--- src/rtl/pll_lock_supervisor.sv ---
// PLL bring-up and lock supervisor: drives PLL RESETB, filters LOCK, retries failed
// locks and releases the downstream domain resets one after another.
module pll_lock_supervisor #(
  parameter int NUM_DOMAINS         = 2,
  parameter int CNT_W               = 24,
  parameter int RESET_HOLD_CYCLES   = 100,
  parameter int LOCK_TIMEOUT_CYCLES = 1000000,
  parameter int LOCK_STABLE_CYCLES  = 10000,
  parameter int RELEASE_SPACING     = 16,
  parameter int MAX_RETRIES         = 3
) (
  input  logic                   REFERENCECLK,
  input  logic                   RESET,
  input  logic                   LOCK,
  input  logic                   RESTART,
  output logic                   PLL_RESETB,
  output logic [NUM_DOMAINS-1:0] DOMAIN_RESETN,
  output logic                   READY,
  output logic                   FAULT,
  output logic [7:0]             RETRY_COUNT,
  output logic [15:0]            LOCK_LOSS_COUNT
);

  localparam int IDX_W = (NUM_DOMAINS > 1) ? $clog2(NUM_DOMAINS) : 1;

  localparam logic [CNT_W-1:0] HOLD_LAST    = CNT_W'(RESET_HOLD_CYCLES - 1);
  localparam logic [CNT_W-1:0] TIMEOUT_LAST = CNT_W'(LOCK_TIMEOUT_CYCLES - 1);
  localparam logic [CNT_W-1:0] STABLE_LAST  = CNT_W'(LOCK_STABLE_CYCLES - 1);
  localparam logic [CNT_W-1:0] SPACING_LAST = CNT_W'(RELEASE_SPACING - 1);
  localparam logic [IDX_W-1:0] IDX_LAST     = IDX_W'(NUM_DOMAINS - 1);
  localparam logic [7:0]       RETRY_LIMIT  = 8'(MAX_RETRIES);

  typedef enum logic [2:0] {
    S_HOLD,
    S_WAIT_LOCK,
    S_STABLE,
    S_RELEASE,
    S_RUN,
    S_FAULT
  } state_t;

  state_t           state_reg;
  logic [CNT_W-1:0] cnt_reg;
  logic [IDX_W-1:0] idx_reg;
  logic             lock_meta_reg;
  logic             lock_s_reg;
  logic [7:0]       retry_next;
  logic [15:0]      loss_next;

  // LOCK comes from the PLL analogue block with no timing relation to the reference clock
  always_ff @(posedge REFERENCECLK or negedge RESET) begin
    if (!RESET) begin
      lock_meta_reg <= 1'b0;
      lock_s_reg    <= 1'b0;
    end else begin
      lock_meta_reg <= LOCK;
      lock_s_reg    <= lock_meta_reg;
    end
  end

  always_comb begin
    retry_next = (RETRY_COUNT == 8'hFF) ? 8'hFF : RETRY_COUNT + 8'd1;
    loss_next  = (LOCK_LOSS_COUNT == 16'hFFFF) ? 16'hFFFF : LOCK_LOSS_COUNT + 16'd1;
  end

  always_ff @(posedge REFERENCECLK or negedge RESET) begin
    if (!RESET) begin
      state_reg       <= S_HOLD;
      cnt_reg         <= '0;
      idx_reg         <= '0;
      PLL_RESETB      <= 1'b0;
      DOMAIN_RESETN   <= '0;
      READY           <= 1'b0;
      FAULT           <= 1'b0;
      RETRY_COUNT     <= 8'd0;
      LOCK_LOSS_COUNT <= 16'd0;
    end else if (RESTART) begin
      // Restart outranks any timeout or lock event in the same cycle
      state_reg     <= S_HOLD;
      cnt_reg       <= '0;
      idx_reg       <= '0;
      PLL_RESETB    <= 1'b0;
      DOMAIN_RESETN <= '0;
      READY         <= 1'b0;
      FAULT         <= 1'b0;
      RETRY_COUNT   <= 8'd0;
    end else begin
      case (state_reg)
        S_HOLD: begin
          PLL_RESETB    <= 1'b0;
          DOMAIN_RESETN <= '0;
          if (cnt_reg == HOLD_LAST) begin
            state_reg  <= S_WAIT_LOCK;
            cnt_reg    <= '0;
            PLL_RESETB <= 1'b1;
          end else begin
            cnt_reg <= cnt_reg + 1'b1;
          end
        end
        S_WAIT_LOCK: begin
          if (lock_s_reg) begin
            state_reg <= S_STABLE;
            cnt_reg   <= '0;
          end else if (cnt_reg == TIMEOUT_LAST) begin
            RETRY_COUNT <= retry_next;
            cnt_reg     <= '0;
            PLL_RESETB  <= 1'b0;
            if (retry_next >= RETRY_LIMIT) begin
              state_reg <= S_FAULT;
              FAULT     <= 1'b1;
            end else begin
              state_reg <= S_HOLD;
            end
          end else begin
            cnt_reg <= cnt_reg + 1'b1;
          end
        end
        S_STABLE: begin
          // A dropout here only restarts the wait; nothing has been released yet
          if (!lock_s_reg) begin
            state_reg <= S_WAIT_LOCK;
            cnt_reg   <= '0;
          end else if (cnt_reg == STABLE_LAST) begin
            state_reg <= S_RELEASE;
            cnt_reg   <= '0;
            idx_reg   <= '0;
          end else begin
            cnt_reg <= cnt_reg + 1'b1;
          end
        end
        S_RELEASE, S_RUN: begin
          if (!lock_s_reg) begin
            state_reg       <= S_HOLD;
            cnt_reg         <= '0;
            PLL_RESETB      <= 1'b0;
            DOMAIN_RESETN   <= '0;
            READY           <= 1'b0;
            LOCK_LOSS_COUNT <= loss_next;
          end else if (state_reg == S_RELEASE) begin
            if (cnt_reg == SPACING_LAST) begin
              DOMAIN_RESETN[idx_reg] <= 1'b1;
              cnt_reg                <= '0;
              if (idx_reg == IDX_LAST) begin
                state_reg   <= S_RUN;
                READY       <= 1'b1;
                RETRY_COUNT <= 8'd0;
              end else begin
                idx_reg <= idx_reg + 1'b1;
              end
            end else begin
              cnt_reg <= cnt_reg + 1'b1;
            end
          end
        end
        S_FAULT: begin
          PLL_RESETB    <= 1'b0;
          DOMAIN_RESETN <= '0;
          FAULT         <= 1'b1;
        end
        default: begin
          state_reg <= S_HOLD;
          cnt_reg   <= '0;
        end
      endcase
    end
  end

endmodule

--- config.mk ---
export PLATFORM = sky130hd
export DESIGN_NAME = pll_lock_supervisor
export DESIGN_NICKNAME = d
export VERILOG_FILES = /design/src/rtl/pll_lock_supervisor.sv
export SDC_FILE = /design/constraint.sdc
export NUM_CORES = 1
export LEC_CHECK = 0
export CAP_MARGIN = 15
export CORE_UTILIZATION = 62
export DETAILED_ROUTE_END_ITERATION = 7
export GPL_TIMING_DRIVEN = 0
export PLACE_DENSITY = 0.95
export SETUP_SLACK_MARGIN = 0.5
export SKIP_CTS_REPAIR_TIMING = 1
export SYNTH_ARGS = -nofsm -noshare
export SYNTH_HDL_FRONTEND = slang
export SYNTH_SLANG_ARGS = --single-unit
--- constraint.sdc ---
create_clock -name REFERENCECLK -period 7.53 [get_ports REFERENCECLK]
set_clock_uncertainty 0.1 [all_clocks]
set_input_delay 2.259 -clock REFERENCECLK [delete_from_list [all_inputs] [get_ports REFERENCECLK]]
set_output_delay 2.259 -clock REFERENCECLK [all_outputs]
set_load 0.05 [all_outputs]
==> results.sh, run 1 <==
export IMPL_global_route_usage_met1=0.4129
export IMPL_post_route_drc_count=2
export IMPL_clock_insertion_delay_worst_skew_ns=0.34
export IMPL_ant_nets=0
export IMPL_grt_max_degree=36
export IMPL_global_route_usage_met3=0.08000
export IMPL_layout_common_cells="sky130_fd_sc_hd__dfrtp_1 (59), sky130_fd_sc_hd__nand2_1 (44), sky130_fd_sc_hd__nor2_1 (42), sky130_fd_sc_hd__clkdlybuf4s50_1 (30), sky130_fd_sc_hd__a21oi_1 (26)"
export IMPL_power_density_nw_per_um2=261.4
export IMPL_drive_gt1_frac=0.06579
export IMPL_placed_wire_length_estimate_after_detailed_placement_um=6194
export IMPL_fin_crit_share=0.5451
export IMPL_worstSetupStartpointType="primary input"
export IMPL_cts_tree="built"
export IMPL_fp_coreArea_um2=5507
export IMPL_rr_startpoint="cnt_reg[0]"
export IMPL_critPathCaptureType="flip-flop"
export IMPL_failed_checks="DRC"
export IMPL_tns_ns=0
export IMPL_largest_register_ffs=24
export IMPL_r2r_slack_ns=4.31
export IMPL_hp_class="flip-flop to flip-flop"
export IMPL_ios=33
export IMPL_sequential_share_of_the_synthesized_area=0.4174
export IMPL_clk_pin_slew_worst_paths_ns=0.07
export IMPL_postPlaceCellArea_um2=3953
export IMPL_fmax_ghz=0.2436
export IMPL_launch_point_of_the_critical_path="RESTART"
export IMPL_setup_worst_path_end="cnt_reg[7]"
export IMPL_layout_commonest_cell="sky130_fd_sc_hd__dfrtp_1"
export IMPL_cts_path_max_buffers=2
export IMPL_synth_warning_count=0
export IMPL_die_x_um=77.53
export IMPL_setup_worst_path_class="primary input to flip-flop"
export IMPL_number_of_flops_mapped_to_enable_cells_by_yosys=0
export IMPL_fin_crit_ns=4.105
export IMPL_htree_levels=3
export IMPL_slew_headroom=0.4258
export IMPL_numPortBuffers=31
export IMPL_wire_length_of_the_first_global_routing_pass_um=14950
export IMPL_drt_total_wl_um=8874
export IMPL_syn_num_nets=416
export IMPL_cp_max_fo=10
export IMPL_clock_root_buffer="sky130_fd_sc_hd__clkbuf_8"
export IMPL_arrival_ns=4.23
export IMPL_final_hold_violation_count=0
export IMPL_dominantRegCellSynth="sky130_fd_sc_hd__dfrtp_1"
export IMPL_vias=3466
export IMPL_syn_avg_cell_area_um2=8.648
export IMPL_power_leakage_nw=1.735
export IMPL_grtUsageMet2=0.5071
export IMPL_worst_r2r_endpoint="cnt_reg[14]"
export IMPL_least_margin_pin_slew_ns=0.8561
export IMPL_place_gp_congestion=0.9225
export IMPL_fin_total_pwr_mw=1.075
export IMPL_initial_utilization=0.6424
export IMPL_setup_violations=0
export IMPL_die_area_um2=6011
export IMPL_synth_cells=409
export IMPL_antenna_found_initial=0
export IMPL_num_rows=27
export IMPL_drt_vias_per_instance=6.564
export IMPL_fill_cells=409
export IMPL_cp_required_ns=7.65
export IMPL_max_vdd_drop_mv=0.1853
export IMPL_final_area_um2=4113
export IMPL_fp_dieH_um=77.53
export IMPL_maxCapViolations=0
export IMPL_num_antenna_cells=0
export IMPL_rsz0062_at_grt="false"
export IMPL_gr_usage_all_layers=0.3186
export IMPL_grt_pass1_vias=3289
export IMPL_grt_overflow_total=0
export IMPL_globalRoute_busiestLayer="met2"
export IMPL_cts_buffers_inserted=9
export IMPL_firstDrtPassIters=8
export IMPL_synth_async_reset_ratio=1.000
export IMPL_run_status="complete, but fails checks"
export IMPL_synth_cell_types=58
export IMPL_report_final_slew_viol_count=0
export IMPL_postLayoutCoreUtil=0.7469
export IMPL_syn2layout_area_growth_pct=16.27
export IMPL_yosys_register_bits=59
export IMPL_layout_nets=459
export IMPL_synth_area_um2=3537
export IMPL_wire_per_inst_um=16.81
export IMPL_worst_r2r_cell_count=9
export IMPL_1st_iter_drt_viols=473
export IMPL_cts_sinks=59
==> power breakdown <==
group | switching, mW | internal (mW)
logic | 0.296 | 0.142
registers | 0.0376 | 0.349
clock network | 0.126 | 0.125
total | 0.459 | 0.616
==> cell usage after synthesis, drive strengths merged, types with 3 or more instances <==
library cell / number / area (um2)
a211oi: 4 / 30.03
a21boi: 4 / 30.03
a21o: 6 / 45.04
a21oi: 27 / 138.9
a22o: 16 / 140.1
a31oi: 10 / 62.56
a32oi: 9 / 78.83
and2: 9 / 56.30
and3: 11 / 68.82
and4: 4 / 35.03
buf: 6 / 37.53
clkbuf: 12 / 45.04
dfrtp: 59 / 1476
ha: 3 / 37.54
inv: 11 / 41.29
nand2: 45 / 171.4
nand3: 20 / 100.1
nand3b: 3 / 22.52
nand4: 12 / 75.07
nor2: 42 / 157.7
nor2b: 3 / 18.77
nor3: 13 / 65.06
nor4: 5 / 46.29
o21ai: 23 / 115.1
o31ai: 8 / 60.06
o41ai: 3 / 52.56
or3: 4 / 25.02
or4: 5 / 41.29
xor2: 7 / 61.31
==> worst max-delay path, stage by stage <==
cell                       delay (ns)
sky130_fd_sc_hd__clkbuf_1        0.20
sky130_fd_sc_hd__nor2_1          0.17
sky130_fd_sc_hd__nand2_1         0.12
sky130_fd_sc_hd__a21oi_1         0.50
sky130_fd_sc_hd__nand3b_1        0.38
sky130_fd_sc_hd__a21oi_2         0.14
sky130_fd_sc_hd__buf_4           0.22
sky130_fd_sc_hd__a22o_1          0.22
==> per-layer routing <==
metal / routed length (um) / share of wire
met3: 623 / 0.070
met5: 0 / 0
met1: 3796 / 0.43
met4: 175 / 0.020
met2: 4278 / 0.48
==> through the flow <==
step                      instances  setup WS (ns)  hold slack [ns]
after global placement          512          2.295           0.2348
final                           528          3.425           0.2449
after floorplan                 409          3.473           0.2312
after CTS                       528          3.460           0.2447
after detailed placement        513          3.115           0.2347
after global routing            528          3.218           0.2869
==> cell families (layout without fill, tap and decap cells) <==
kind of cell | count (synthesis) | after routing | share of synthesized area
fa+ha+maj | 3 | 3 | 0.01061
simple gates | 182 | 182 | 0.2618
buf+inv | 30 | 77 | 0.03608
flops | 59 | 59 | 0.4174
compound gates | 124 | 124 | 0.2458
mux | 2 | 2 | 0.006013
xor+xnor | 9 | 9 | 0.02229
==> worst min-delay path by stage <==
stage	start	endpoint	slack (ns)	depth (start not counted)
2_1_floorplan	lock_meta_reg	lock_s_reg	0.23	0
3_3_place_gp	lock_meta_reg	lock_s_reg	0.23	0
3_5_place_dp	lock_meta_reg	lock_s_reg	0.23	0
4_1_cts	lock_meta_reg	lock_s_reg	0.24	0
5_1_grt	lock_meta_reg	lock_s_reg	0.29	0
6_report	lock_meta_reg	lock_s_reg	0.24	0
==> cell type report <==
class                   count  area (um2)  share of cell area
inverters                  12       45.04             0.01095
multi-input cells         320        1933              0.4700
well taps                  72       90.09             0.02190
plain buffers              18       82.58             0.02008
flip-flops and latches     59        1476              0.3590
clock buffers              12       145.1             0.03529
clock inverters             3       15.01            0.003651
repair buffers             32       325.3             0.07910
Power figures use the tool's default switching activity.
==> run 2, diff against run 1 <==
- CORE_UTILIZATION: 62 -> 58
- PLACE_DENSITY: 0.95 -> 0.92
- clock period: 7.53 -> 3.9 ns (I/O delays scaled with it)
==> run 2 against run 1 <==
  * The run now ends clean
  * Sequential cell count is the same
  * Setup slack lost 2.7 ns
  * Combinational power grew 96%
  * First-iteration DRC count shrank 4.2%
  * Via count grew 3.8%
  * Critical path type is now flip-flop to flip-flop
  * Final area grew 2.6%
  * Routed wire length grew 9.4%
  * Non-clock buffer count is the same
  * Register-to-register slack lost 3.6 ns
  * Count of clock-buffer cells in the layout shrank 2
==> results.sh, run 2 (synthesis gave the netlist of run 1 again) <==
export IMPL_power_density_nw_per_um2=549.3
export IMPL_grt_overflow_total=0
export IMPL_setup_violations=0
export IMPL_clock_root_buffer="sky130_fd_sc_hd__clkbuf_8"
export IMPL_clock_insertion_delay_worst_skew_ns=0.35
export IMPL_cts_tree="built"
export IMPL_run_status="completed"
export IMPL_layout_commonest_cell="sky130_fd_sc_hd__dfrtp_1"
export IMPL_wire_length_of_the_first_global_routing_pass_um=15790
export IMPL_numPortBuffers=31
export IMPL_place_gp_congestion=0.9236
export IMPL_post_route_drc_count=0
export IMPL_layout_common_cells="sky130_fd_sc_hd__dfrtp_1 (59), sky130_fd_sc_hd__nand2_1 (44), sky130_fd_sc_hd__nor2_1 (42), sky130_fd_sc_hd__clkdlybuf4s50_1 (30), sky130_fd_sc_hd__a21oi_1 (26)"
export IMPL_crit_path_max_incr_delay_ns=0.46
export IMPL_die_area_um2=6415
export IMPL_fp_coreArea_um2=5886
export IMPL_setup_worst_path_class="flip-flop to flip-flop"
export IMPL_initial_utilization=0.6010
export IMPL_fin_crit_share=0.8153
export IMPL_worst_path_max_delay_cell="sky130_fd_sc_hd__a2111oi_1"
export IMPL_worstSetupStartpointType="flip-flop"
export IMPL_cp_max_fo=10
export IMPL_postPlaceCellArea_um2=3956
export IMPL_htree_levels=3
export IMPL_grt_pass1_vias=3210
export IMPL_die_x_um=80.10
export IMPL_antenna_found_initial=0
export IMPL_crit_path_cell_trace="ha_1, nor4b_1, and4_1, a2111oi_1, a21o_1, a21o_1, clkbuf_1, buf_1, a32oi_1, o31ai_1"
export IMPL_route_met3_wl_um=750
export IMPL_multiInputGateArea_um2=1949
export IMPL_placed_wire_length_estimate_after_detailed_placement_um=6171
export IMPL_seqCellArea_um2=1476
export IMPL_arrival_ns=3.32
export IMPL_slew_headroom=0.3621
export IMPL_cts_sinks=59
export IMPL_cts_buffers_inserted=9
export IMPL_fin_crit_ns=3.180
export IMPL_drt_vias_per_instance=6.765
export IMPL_critical_path_n_buffers_inverters=2
export IMPL_final_area_um2=4222
export IMPL_highest_layer="met4"
export IMPL_drive_gt1_frac=0.07877
export IMPL_num_antenna_cells=0
export IMPL_ant_nets=0
export IMPL_fill_cells=417
export IMPL_wire_per_inst_um=18.25
export IMPL_largest_register_ffs=24
export IMPL_routedLengthMet1_um=3915
export IMPL_rsz0062_at_grt="true"
export IMPL_drt_total_wl_um=9707
export IMPL_grt_max_degree=35
export IMPL_worst_path_dominant_cell_family="compound AO/OA/AOI/OAI gates"
export IMPL_path_common_cell="sky130_fd_sc_hd__a21o_1"
export IMPL_gr_usage_all_layers=0.3278
export IMPL_worst_hold_slack_ns=0.2482
export IMPL_hp_class="flip-flop to flip-flop"
export IMPL_num_rows=28
export IMPL_syn2layout_area_growth_pct=19.35
export IMPL_1st_iter_drt_viols=453
export IMPL_final_hold_violation_count=0
export IMPL_wl_met2_um=4603
export IMPL_fmax_ghz=0.3145
export IMPL_firstDrtPassIters=6
export IMPL_least_margin_pin_slew_ns=0.9511
export IMPL_maxCapViolations=0
export IMPL_max_vdd_drop_mv=0.3751
export IMPL_report_final_slew_viol_count=0
export IMPL_critPathCaptureType="flip-flop"
export IMPL_ios=33
export IMPL_cp_required_ns=4.04
export IMPL_cts_path_max_buffers=2
export IMPL_power_leakage_nw=1.773
export IMPL_layout_nets=459
export IMPL_fp_dieH_um=80.10
export IMPL_clk_pin_slew_worst_paths_ns=0.07
export IMPL_vias=3599
run 2: layout make-up:
class | count | area share
multi-input combinational | 320 | 0.4618
sequential | 59 | 0.3497
timing repair buffer | 32 | 0.07706
clock buffer | 10 | 0.03260
clock inverter | 6 | 0.02638
tap | 75 | 0.02223
buffer | 18 | 0.01956
inverter | 12 | 0.01067
run 2: where the power goes:
part	internal [mW]	switching, mW
sequential	0.673	0.0765
combinational	0.274	0.583
clock	0.443	0.269
run 2: routing by layer:
| metal | GRT usage | vias to the layer above |
|---|---|---|
| met5 | 0 | - |
| met3 | 0.09091 | 52 |
| met1 | 0.4139 | 1694 |
| met2 | 0.5051 | 226 |
| li1 | - | 1627 |
| met4 | 0.1839 | 0 |
run 2: through the flow:
| stage | util | power (mW) | cells | worst slack [ns] | TNS (ns) |
|---|---|---|---|---|---|
| global route | 0.7173 | 2.427 | 532 | 0.5056 | 0 |
| global placement | 0.6696 | 1.548 | 515 | -0.2885 | -16.83 |
| finish | 0.7173 | 2.319 | 532 | 0.7202 | 0 |
| floorplan | - | 1.334 | 409 | 0.9322 | 0 |
| detailed placement | 0.6722 | 1.572 | 516 | 0.5292 | 0 |
| CTS | 0.7145 | 2.298 | 532 | 0.7270 | 0 |
run 2: final timing paths:
path / depth (start not counted) / slack, ns / end / startpoint
hold reg to reg: 0 / 0.25 / lock_s_reg / lock_meta_reg
setup / recovery: 10 / 0.72 / cnt_reg[19] / cnt_reg[0]
max in group asynchronous: 2 / 2.35 / LOCK_LOSS_COUNT[3] / RESET
min in group asynchronous: 1 / 0.73 / RETRY_COUNT[5] / RESET
setup reg to reg: 10 / 0.72 / cnt_reg[19] / cnt_reg[0]
hold / removal: 0 / 0.25 / lock_s_reg / lock_meta_reg
==> run 3, diff against run 2 <==
- CORE_UTILIZATION: 58 -> 52
- PLACE_DENSITY: 0.92 -> 0.87
- clock period: 3.9 -> 2.6 ns (I/O delays scaled with it)
==> run 3 against run 2 <==
  * The flow now finishes with violations (DRC, setup timing)
  * Count of clock-buffer cells in the layout increased by 1
  * Routed wire length is 14% higher
  * Final cell count increased by 7.7%
  * Critical path depth is 1 lower
  * Final area increased by 16%
  * Fmax up 9.1%
  * Sequential power is 52% higher
  * Worst hold slack worse by 0.011 ns
  * Critical path type unchanged
  * Critical endpoint is now cnt_reg[9]
  * Largest cell class unchanged
==> results.sh, run 3 (synthesis gave the netlist of run 1 again) <==
export IMPL_holdPathStages=0
export IMPL_drive_gt1_frac=0.3347
export IMPL_postLayoutCoreUtil=0.7578
export IMPL_slew_headroom=0.5719
export IMPL_grt_max_degree=36
export IMPL_worst_hold_path_endpoint="lock_s_reg"
export IMPL_cp_max_fo=10
export IMPL_clk_pin_slew_worst_paths_ns=0.07
export IMPL_power_switching_mw=1.563
export IMPL_power_frac_clock=0.240
export IMPL_1st_iter_drt_viols=411
export IMPL_p_sw_frac=0.4066
export IMPL_wire_per_inst_um=19.32
export IMPL_power_density_nw_per_um2=785.5
export IMPL_cts_tree="built"
export IMPL_syn2layout_area_growth_pct=38.38
export IMPL_critPathCaptureType="flip-flop"
export IMPL_initial_utilization=0.5477
export IMPL_layout_nets=498
export IMPL_die_x_um=84.48
export IMPL_cts_sinks=59
export IMPL_num_rows=29
export IMPL_worstSetupStartpointType="flip-flop"
export IMPL_drt_vias_per_instance=6.700
export IMPL_layout_commonest_cell="sky130_fd_sc_hd__dfrtp_1"
export IMPL_report_final_slew_viol_count=0
export IMPL_grt_overflow_total=0
export IMPL_least_margin_pin_slew_ns=0.6398
export IMPL_rsz0062_at_grt="true"
export IMPL_run_status="complete, but fails checks"
export IMPL_ios=33
export IMPL_setup_violations=25
export IMPL_route_met3_wl_um=792
export IMPL_maxCapViolations=0
export IMPL_clock_insertion_delay_worst_skew_ns=0.36
export IMPL_placed_wire_length_estimate_after_detailed_placement_um=6325
export IMPL_comb_power_share=0.463
export IMPL_fmax_ghz=0.3431
export IMPL_numPortBuffers=31
export IMPL_num_antenna_cells=0
export IMPL_worst_hold_startpoint="lock_meta_reg"
export IMPL_internal_power_mw=2.281
export IMPL_ant_nets=0
export IMPL_hp_class="flip-flop to flip-flop"
export IMPL_highest_layer="met4"
export IMPL_worst_r2r_endpoint="cnt_reg[9]"
export IMPL_grt_pass1_vias=3271
export IMPL_routedLengthMet1_um=4176
export IMPL_worst_r2r_cell_count=9
export IMPL_pwr_share_seq=0.297
export IMPL_setup_worst_path_class="flip-flop to flip-flop"
export IMPL_largest_register_ffs=24
export IMPL_arrival_ns=3.05
export IMPL_rr_startpoint="cnt_reg[8]"
export IMPL_cp_required_ns=2.74
export IMPL_cts_buffers_inserted=9
export IMPL_firstDrtPassIters=8
export IMPL_clock_root_buffer="sky130_fd_sc_hd__clkbuf_8"
export IMPL_post_route_drc_count=3
export IMPL_placed_cells=518
export IMPL_drt_total_wl_um=11070
export IMPL_fp_coreArea_um2=6459
export IMPL_stdcell_count=573
export IMPL_htree_levels=3
export IMPL_wire_length_of_the_first_global_routing_pass_um=15190
export IMPL_final_hold_violation_count=0
export IMPL_wl_met2_um=5522
export IMPL_fin_crit_ns=2.915
export IMPL_fin_crit_share=1.121
export IMPL_fp_dieH_um=84.48
export IMPL_finalWorstSetupSlack_ns=-0.3146
export IMPL_failed_checks="DRC, setup timing"
export IMPL_die_area_um2=7136
export IMPL_max_vdd_drop_mv=0.4803
export IMPL_power_leakage_nw=2.224
export IMPL_layout_common_cells="sky130_fd_sc_hd__dfrtp_1 (49), sky130_fd_sc_hd__nand2_1 (40), sky130_fd_sc_hd__nor2_1 (37), sky130_fd_sc_hd__buf_4 (29), sky130_fd_sc_hd__clkbuf_2 (22)"
export IMPL_antenna_found_initial=0
export IMPL_vias=3839
export IMPL_cts_path_max_buffers=2
export IMPL_r2r_slack_ns=-0.31
export IMPL_gr_usage_all_layers=0.2699
export IMPL_place_gp_congestion=0.9122
## run 3: power groups by stage
stage / Clock, mW / Combinational [mW] / Sequential (mW)
finish: 0.923 / 1.78 / 1.14
global placement: 0 / 1.34 / 1.13
floorplan: 0 / 0.812 / 1.34
global route: 0.970 / 1.88 / 1.15
detailed placement: 0 / 1.37 / 1.14
CTS: 0.918 / 1.37 / 1.13
## run 3: stage by stage
| step | cell area (um2) | setup WS (ns) | hold WS (ns) | total power, mW | TNS (ns) |
|---|---|---|---|---|---|
| after floorplan | 3732 | 0.1038 | 0.2312 | 2.148 | 0 |
| after global placement | 4139 | -1.417 | 0.2347 | 2.475 | -75.51 |
| after detailed placement | 4154 | -0.2915 | 0.2347 | 2.508 | -5.223 |
| after CTS | 4363 | -0.3228 | 0.2429 | 3.419 | -5.843 |
| after global routing | 4895 | -0.3977 | 0.2540 | 4.005 | -6.518 |
| final | 4895 | -0.3146 | 0.2375 | 3.845 | -3.635 |
## run 3: worst max path at each step
stage	start	endpoint	slack (ns)
after CTS	cnt_reg[21]	cnt_reg[19]	-0.32
final	cnt_reg[8]	cnt_reg[9]	-0.31
after floorplan	cnt_reg[10]	cnt_reg[13]	0.10
after global placement	RESET	RETRY_COUNT[0]	-1.42
after global routing	cnt_reg[8]	cnt_reg[14]	-0.40
after detailed placement	cnt_reg[10]	cnt_reg[17]	-0.29
## run 3: layout make-up
cell class	count	area, um2
buffer	18	156.4
timing repair buffer	71	576.8
tap	77	96.34
fill	411	1564
sequential	59	1489
inverter	12	45.04
multi-input combinational	320	2322
clock buffer	11	131.4
clock inverter	5	77.57
## run 3: critical path, stage by stage, from the launching register on
cell	delay (ns)
sky130_fd_sc_hd__dfrtp_2	0.47
sky130_fd_sc_hd__or4_4	0.50
sky130_fd_sc_hd__nor3_2	0.18
sky130_fd_sc_hd__nand4_1	0.20
sky130_fd_sc_hd__a21o_1	0.27
sky130_fd_sc_hd__o41ai_4	0.41
sky130_fd_sc_hd__buf_4	0.20
sky130_fd_sc_hd__buf_6	0.13
sky130_fd_sc_hd__o21ai_0	0.10
sky130_fd_sc_hd__a22o_1	0.25
## run 3: per-layer routing
layer,up-vias,global-route usage
li1,1705,-
met1,1849,0.3465
met2,221,0.4307
met3,64,0.05605
met4,0,0.1464
met5,-,0
